--- src/rtl/signal_generator_multiwave.sv ---
// Phase-accumulator tone generator (square/saw/triangle) with a valid/ready config slot.
// Define SIGGEN_NOISE_MODE_EN to turn mode 3 into LFSR sample-and-hold noise.
module signal_generator_multiwave #(
    parameter int SAMPLE_RATE  = 32000,
    parameter int FREQ_WIDTH   = 14,
    parameter int SAMPLE_WIDTH = 8,
    parameter int ACC_WIDTH    = 16
) (
    input  logic                    CLK_32KHz,
    input  logic                    reset,
    input  logic                    enable,
    input  logic                    cfg_valid,
    output logic                    cfg_ready,
    input  logic [FREQ_WIDTH-1:0]   cfg_freq,
    input  logic [1:0]              cfg_mode,
    input  logic [SAMPLE_WIDTH-1:0] cfg_duty,
    output logic [SAMPLE_WIDTH-1:0] sample_out,
    output logic                    index_zero
);
    localparam int PW = ACC_WIDTH + SAMPLE_WIDTH;
    localparam logic [31:0]             HALF_RATE = 32'(SAMPLE_RATE / 2);
    localparam logic [ACC_WIDTH:0]      RATE_S    = (ACC_WIDTH+1)'(SAMPLE_RATE);
    localparam logic [PW-1:0]           RATE_P    = PW'(SAMPLE_RATE);
    localparam logic [SAMPLE_WIDTH-1:0] FULL      = '1;
    localparam logic [SAMPLE_WIDTH-1:0] DUTY_RST  = {1'b1, {(SAMPLE_WIDTH-1){1'b0}}};

    function automatic logic [FREQ_WIDTH-1:0] clamp_freq(input logic [FREQ_WIDTH-1:0] f);
        if (32'(f) > HALF_RATE) return FREQ_WIDTH'(HALF_RATE);
        return f;
    endfunction

    function automatic logic [SAMPLE_WIDTH-1:0] phase_index(input logic [ACC_WIDTH-1:0] a);
        logic [PW-1:0] scaled;
        scaled = {a, {SAMPLE_WIDTH{1'b0}}};
        return SAMPLE_WIDTH'(scaled / RATE_P);
    endfunction

    function automatic logic [SAMPLE_WIDTH-1:0] wave(input logic [1:0]              mode,
                                                     input logic [SAMPLE_WIDTH-1:0] duty,
                                                     input logic [SAMPLE_WIDTH-1:0] idx);
        logic [SAMPLE_WIDTH-1:0] fold;
        fold = idx[SAMPLE_WIDTH-1] ? ~idx : idx;
        case (mode)
            2'd0:    wave = (idx < duty) ? FULL : '0;
            2'd1:    wave = idx;
            2'd2:    wave = fold << 1;
            default: wave = '0;
        endcase
    endfunction

`ifdef SIGGEN_NOISE_MODE_EN
    function automatic logic [15:0] lfsr_step(input logic [15:0] l);
        return l[0] ? ((l >> 1) ^ 16'hB400) : (l >> 1);
    endfunction

    logic [15:0] lfsr;
    logic [15:0] lfsr_next;
`endif

    logic [ACC_WIDTH-1:0]    acc;
    logic [ACC_WIDTH-1:0]    acc_next;
    logic [ACC_WIDTH:0]      sum;
    logic                    wrap;
    logic                    apply;
    logic                    take;
    logic                    pend;
    logic [FREQ_WIDTH-1:0]   freq_act, freq_pend, freq_next;
    logic [1:0]              mode_act, mode_pend, mode_next;
    logic [SAMPLE_WIDTH-1:0] duty_act, duty_pend, duty_next;
    logic [SAMPLE_WIDTH-1:0] sample_next;

    assign cfg_ready = !pend && !reset;
    assign take      = cfg_valid && cfg_ready;

`ifdef SIGGEN_NOISE_MODE_EN
    assign lfsr_next = wrap ? lfsr_step(lfsr) : lfsr;
`endif

    // Next-state: accumulator step, wrap detection and config hand-over
    always_comb begin
        sum       = {1'b0, acc} + (ACC_WIDTH+1)'(freq_act);
        wrap      = enable && (sum >= RATE_S);
        // An idle or stopped generator has no phase to preserve, so it retunes at once.
        apply     = pend && (wrap || freq_act == '0 || !enable);
        freq_next = apply ? freq_pend : freq_act;
        mode_next = apply ? mode_pend : mode_act;
        duty_next = apply ? duty_pend : duty_act;

        if (!enable || (apply && !wrap)) acc_next = '0;
        else if (wrap)                   acc_next = ACC_WIDTH'(sum - RATE_S);
        else                             acc_next = sum[ACC_WIDTH-1:0];

        if (!enable)                     sample_next = '0;
`ifdef SIGGEN_NOISE_MODE_EN
        else if (mode_next == 2'd3)      sample_next = wrap ? lfsr_next[15 -: SAMPLE_WIDTH] : sample_out;
`endif
        else                             sample_next = wave(mode_next, duty_next, phase_index(acc_next));
    end

    // Registered state; sample_out is derived from the value written into acc
    always_ff @(posedge CLK_32KHz) begin
        if (reset) begin
            acc        <= '0;
            sample_out <= '0;
            index_zero <= 1'b0;
            freq_act   <= '0;
            mode_act   <= 2'd0;
            duty_act   <= DUTY_RST;
            pend       <= 1'b0;
`ifdef SIGGEN_NOISE_MODE_EN
            lfsr       <= 16'hACE1;
`endif
        end else begin
            acc        <= acc_next;
            sample_out <= sample_next;
            index_zero <= wrap;
            freq_act   <= freq_next;
            mode_act   <= mode_next;
            duty_act   <= duty_next;
`ifdef SIGGEN_NOISE_MODE_EN
            lfsr       <= lfsr_next;
`endif
            if (apply)     pend <= 1'b0;
            else if (take) pend <= 1'b1;
        end
    end

    always_ff @(posedge CLK_32KHz) begin
        if (take) begin
            freq_pend <= clamp_freq(cfg_freq);
            mode_pend <= cfg_mode;
            duty_pend <= cfg_duty;
        end
    end

endmodule
--- config.mk ---
export PLATFORM = sky130hd
export DESIGN_NAME = signal_generator_multiwave
export DESIGN_NICKNAME = d
export VERILOG_FILES = /design/src/rtl/signal_generator_multiwave.sv
export SDC_FILE = /design/constraint.sdc
export NUM_CORES = 1
export LEC_CHECK = 0
export CAP_MARGIN = 25
export CORE_UTILIZATION = 55
export CTS_BUF_LIST = sky130_fd_sc_hd__clkbuf_16
export DETAILED_ROUTE_END_ITERATION = 12
export PLACE_DENSITY = 0.76
export SYNTH_ARGS = -nofsm -noshare
export SYNTH_HDL_FRONTEND = slang
export SYNTH_SLANG_ARGS = --single-unit
--- constraint.sdc ---
create_clock -name CLK_32KHz -period 22.5 [get_ports CLK_32KHz]
set_input_delay 6.75 -clock CLK_32KHz [delete_from_list [all_inputs] [get_ports CLK_32KHz]]
set_output_delay 6.75 -clock CLK_32KHz [all_outputs]
set_load 0.005 [all_outputs]
* Word-level counts from Yosys, hierarchy flattened *
Index checks and enable logic that the tools add are counted.

operators by class
  $add $sub $neg = 2
  divide/modulo/power cells = 1
  $lt $le $gt $ge = 3
  equal/unequal tests = 2
  multiplexer cells = 11
  bitwise logic cells = 2
  reductions and logical operators = 16

operator list
  operator                                               count
  2-to-1 mux 16 bit                                      2
  2-to-1 mux 14 bit                                      2
  divider 24 x 15 -> 24 bit, second input constant       1
  one-hot mux 8 bit (3 select lines)                     1
  adder 16 x 14 -> 17 bit                                1
  >= comparator 17 x 15 -> 1 bit, second input constant  1
  2-to-1 mux 8 bit                                       2
  subtractor 16 x 15 -> 16 bit, second input constant    1
  greater-than comparator 14 bit, second input constant  1
  logical NOT 14 bit                                     1
  < comparator 8 bit                                     1
  2-to-1 mux 7 bit                                       1
  inverter 7 bit                                         1
  logical AND 1 bit                                      5
  logical NOT 1 bit                                      4
  OR reduction 2 bit                                     2
  logical OR 1 bit                                       3
  equality test 2 x 1 -> 1 bit, second input constant    1
  equality test 2 bit, second input constant             1
  logical NOT 2 bit                                      1
  2-to-1 mux 1 bit                                       2
  2-to-1 mux 2 bit                                       1
  inverter 1 bit                                         1

word-level totals
  bits in registers = 74
  bits of input ports = 28
  output and inout port bits = 10
  word-level logic and storage cells = 47

* Depth between registers and ports, before layout *
  depth after elaboration = 13
  gate-level depth with buffers = 44

* Least setup slack after synthesis *
OpenSTA, ideal clock, no wires.

  path kind = in2reg
  start point = input enable
  end point = register sample_out[1]
  data arrival time = 13.984 ns
  required time = 22.423 ns
  setup slack = 8.440 ns
  stages = 30
  buffers on the path = 3
  cell sequence = o21ai_0 > a2111oi_2 > a31o_2 > and4_1 > buf_2 > o22ai_1 > and2_1 > buf_2 > a31o_2 > or2_1 > clkbuf_1 > a31o_2 > o2111a_1 > a21o_4 > xor2_2 > a2111o_1 > o21a_2 > nor4_2 > mux2i_1 > a41o_1 > a211oi_1 > o21a_1 > o21ai_1 > o31ai_1 > ha_1 > or3_1 > a221o_1 > or3b_2 > o31a_2 > a41oi_2

on the way
  longest elaborated chain between the ends = 11
  elaborated cells on any way between the ends = 23

RTL lines
  what                                                         line    text
  start: declaration                                           11      input logic enable,
  logical AND 1 bit                                            82      wrap = enable && (sum >= RATE_S);
  logical OR 1 bit (2 in a row)                                84      apply = pend && (wrap || freq_act == '0 || !enable);
  logical AND 1 bit                                            84
  logical AND 1 bit                                            89      if (!enable || (apply && !wrap)) acc_next = '0;
  logical OR 1 bit                                             89
  2-to-1 mux 16 bit                                            89
  divider 24 x 15 -> 24 bit                                    35      return SAMPLE_WIDTH'(scaled / RATE_P);
  < comparator 8 bit / inverter 7 bit (equally long branches)  44, 42
  2-to-1 mux 8 bit / 2-to-1 mux 7 bit (equally long branches)  44, 42
  one-hot mux 8 bit (3 select lines)                           43      case (mode)
  end signal: assignment                                       115     sample_out <= sample_next;
  end: declaration                                             17      output logic [SAMPLE_WIDTH-1:0] sample_out,

Parallel ways exist; a longest one is shown, timed or not.
A chain may end at the register's enable or synchronous reset.

* Final worst setup path *
  start point = input enable
  end point = register sample_out[2]

Same word-level chain as after synthesis.

==> impl_results.md <==
- Final Power: 0.0004086 W
- Pwr Density: 53.64 nW/µm²
- Min Tclk post-route: 16.40 ns
- RSZ-0062 raised after global routing: no
- Cells after Synth: 830
- Sequential share of the synthesized area: 0.2507
- Layout cells sized above 1: 0.1147
- Initial antenna violation count: 0
- DP Wirelength: 14.20 mm
- Post-synth ARST share: 0
- Max-slew violation count: 0
- Sw Ratio: 0.3100
- Clock tree sinks: 74
- TNS Setup: 0 ns
- Synth warn: 0
- Leakage: 2.912 nW
- TritonCTS clock tree: built
- PortBufs: 37
- Ant diodes: 0
- CP endpoint kind: flip-flop
- Post-route DRC: 0
- Flop2flop setup slack: 11.31 ns
- Largest net degree at the start of global routing: 44
- # resized after CTS: 0
- Number of synthesized flops with an enable pin: 24
- Die width: 113.7 µm
- Worst-path fanout max: 16
- Type of origin of the critical path: input pin
- RR Endpoint: sample_out[2]
- HP Start: freq_pend[11]
- Reg2reg start: freq_act[4]
- Endpoints failing hold: 0
- Worst vdd ir: 0.06727 mV
- CTS max path bufs: 2
- Hold Path Stages: 2
- Max Clock Skew: 0.006030 ns
- Ys flop type: dfxtp_1
- Drt total wl: 19.03 mm
- H-tree depth: 3
- Rel. slew slack: 0.2470
- DR pass1 iterations: 6
- Syn nets: 881
- Hold WC Path Type: reg2reg
- First-pass GRT wire length: between 30 and 40 mm
- Remaining antenna violation count after routing: 0
- Iter 0 DRT Violations: 885
- Row cnt: 40
- Reg2reg path depth: 33
- Place WS: 6.034 ns
- P_int: 0.0002819 W
- Status: complete, no violations
- Sequential Power Share: 0.365
- Max cap viols: 0
- Clk pwr share: 0.372
- Worst-path clk slew: 0.06 ns
- Worst Setup Path Type: in2reg
- Logic pwr share: 0.263
- Least-Margin Pin Slew: 1.123 ns
- Syn_area_per_cell: 8.273 µm²
- Clock root buffer master: clkbuf_16
- Initial core utilization: 0.5669
- Max stage delay on crit path: 1.02 ns
- Sw power: 0.0001267 W
- Final nets: a little under 900
- RePlAce Congestion: 0.9735
- DIE AREA: 12940 µm²
- Fmax: 0.06096 GHz
- Core area: 12110 µm²
- Synthesis-stage register bit count: 74
- Die height: 113.7 µm
- P&R area growth vs syn: 10.93%
- Worst hold path endpoint: freq_act[11]
- Post-CTS Setup Inserts: 0
- Num CTS Buffers: 9
- I/O pin total: 38
- Gr ovfl total: 0
- Data arrival, critical path: 16.66 ns
- Total Routing Usage GR: 0.2983
- Vias per cell: 6.721
- Final WS setup: 6.096 ns
- Mapped Area: 6867 µm²
- Vias: 6815
- WL per Instance: 18.77 µm
- Hold buffers post-CTS: 0
- Worst path slowest cell: o31ai_2
- Count of different cell masters after synthesis: 110
- Worst Path Required: 22.76 ns
- Endpoints failing setup: 0
- Final period util: 0.7290
- Clock latency on the worst-skew pair: 0.33 ns
- Vias in the first global route: 6393
power by group through the flow:
stage	registers (W)	clock network, W	logic, W
4_1_cts	0.000149	0.000153	0.000105
6_report	0.000149	0.000152	0.000107
5_1_grt	0.000150	0.000159	0.000117
3_3_place_gp	0.000152	0	0.000102
3_5_place_dp	0.000152	0	0.000104
2_1_floorplan	0.000151	0	0.0000765
logic make-up after synthesis:
group	Yosys count	synth area share
and+or+nand+nor	322	0.2496
muxes	40	0.06104
adders and majority gates	25	0.04592
xor gates and xnor gates	25	0.03407
buffers and inverters	59	0.03808
AOI/OAI and AO/OA	285	0.3205
DFF	74	0.2507
metal layers:
| layer | part of all wire | global-route usage | routed length (µm) | vias to the layer above |
|---|---|---|---|---|
| met4 | 0.016 | 0.07193 | 313 | 0 |
| met3 | 0.066 | 0.03932 | 1263 | 36 |
| met1 | 0.44 | 0.4009 | 8382 | 3243 |
| met5 | 0 | 0 | 0 | - |
| li1 | - | - | - | 3247 |
| met2 | 0.48 | 0.5077 | 9074 | 289 |
worst max-delay path, delay by kind of cell:
kind / cells / cell delay [ns]
adder cells (fa/ha/maj): 1 / 0.25
AND/OR/NAND/NOR: 8 / 2.46
multiplexers: 3 / 1.45
buffers and inverters: 2 / 1.02
AO/OA/AOI/OAI: 14 / 4.48
XOR/XNOR: 1 / 0.22
worst max path at each step:
stage	slack, ns	end	cells past startpoint	startpoint
after global routing	5.47	sample_out[1]	29	enable
after detailed placement	6.03	sample_out[1]	29	enable
after floorplan	8.44	sample_out[1]	30	enable
final	6.10	sample_out[2]	29	enable
after CTS	6.33	sample_out[2]	29	enable
after global placement	6.38	sample_out[3]	29	enable
synth_stat cells (all sizes together), types with 6 or more instances:
cell,count,share of area
a21o,13,0.015
a22oi,7,0.0077
a31oi,16,0.015
clkbuf,23,0.013
ha,22,0.040
nand3,30,0.023
inv,19,0.011
nand2b,9,0.0082
o31ai,12,0.017
xor2,13,0.019
nor4,17,0.021
nor2,81,0.045
o2111ai,8,0.011
dfxtp,50,0.15
nand4,11,0.010
and2,26,0.024
and4,6,0.0080
o211a,6,0.0087
a21oi,56,0.045
buf,17,0.015
and3,11,0.011
nand2,65,0.036
or2,8,0.0073
o211ai,14,0.017
a211oi,18,0.023
edfxtp,24,0.10
xnor2,12,0.015
mux2i,34,0.051
o21a,13,0.014
mux2,6,0.010
o21ai,45,0.034
a221oi,6,0.013
a211o,12,0.015
nor3,28,0.026
or3,16,0.015
layout make-up:
cell class | instances | area (µm²)
Timing Repair Buffer | 41 | 400.4
Sequential cell | 74 | 1722
Clock buffer | 9 | 225.2
Tap cell | 168 | 210.2
Inverter | 19 | 73.82
Clock inverter | 6 | 91.34
Fill cell | 1061 | 4494
Multi-Input combinational cell | 697 | 4895
stage by stage:
stage          area, µm²  utilization  hold WS, ns  instances
2_1_floorplan       6867            -       0.4525        830
3_3_place_gp        7301       0.6028       0.4598        999
3_5_place_dp        7301       0.6028       0.4710        999
4_1_cts             7617       0.6289       0.4812       1014
5_1_grt             7617       0.6289       0.5131       1014
6_report            7617       0.6289       0.4788       1014
cell usage in the layout (no fill, tap or decap), types with 23 or more instances in the layout:
| cell type | synthesis | layout |
|---|---|---|
| clkdlybuf4s50_1 | 0 | 37 |
| mux2i_1 | 32 | 32 |
| o21ai_0 | 28 | 28 |
| nand3_1 | 29 | 29 |
| nand2_1 | 64 | 64 |
| dfxtp_1 | 50 | 50 |
| edfxtp_1 | 24 | 24 |
| a21oi_1 | 51 | 51 |
| and2_1 | 23 | 23 |
| nor2_1 | 79 | 79 |
state kept, by name (all words and copies together) (netlist names):
register and count:
index_zero 1, freq_pend 14, pend 1, mode_act 2, duty_act 8, freq_act 14, mode_pend 2, acc 16
duty_pend 8, sample_out 8
(Power assumes the default switching activity.)
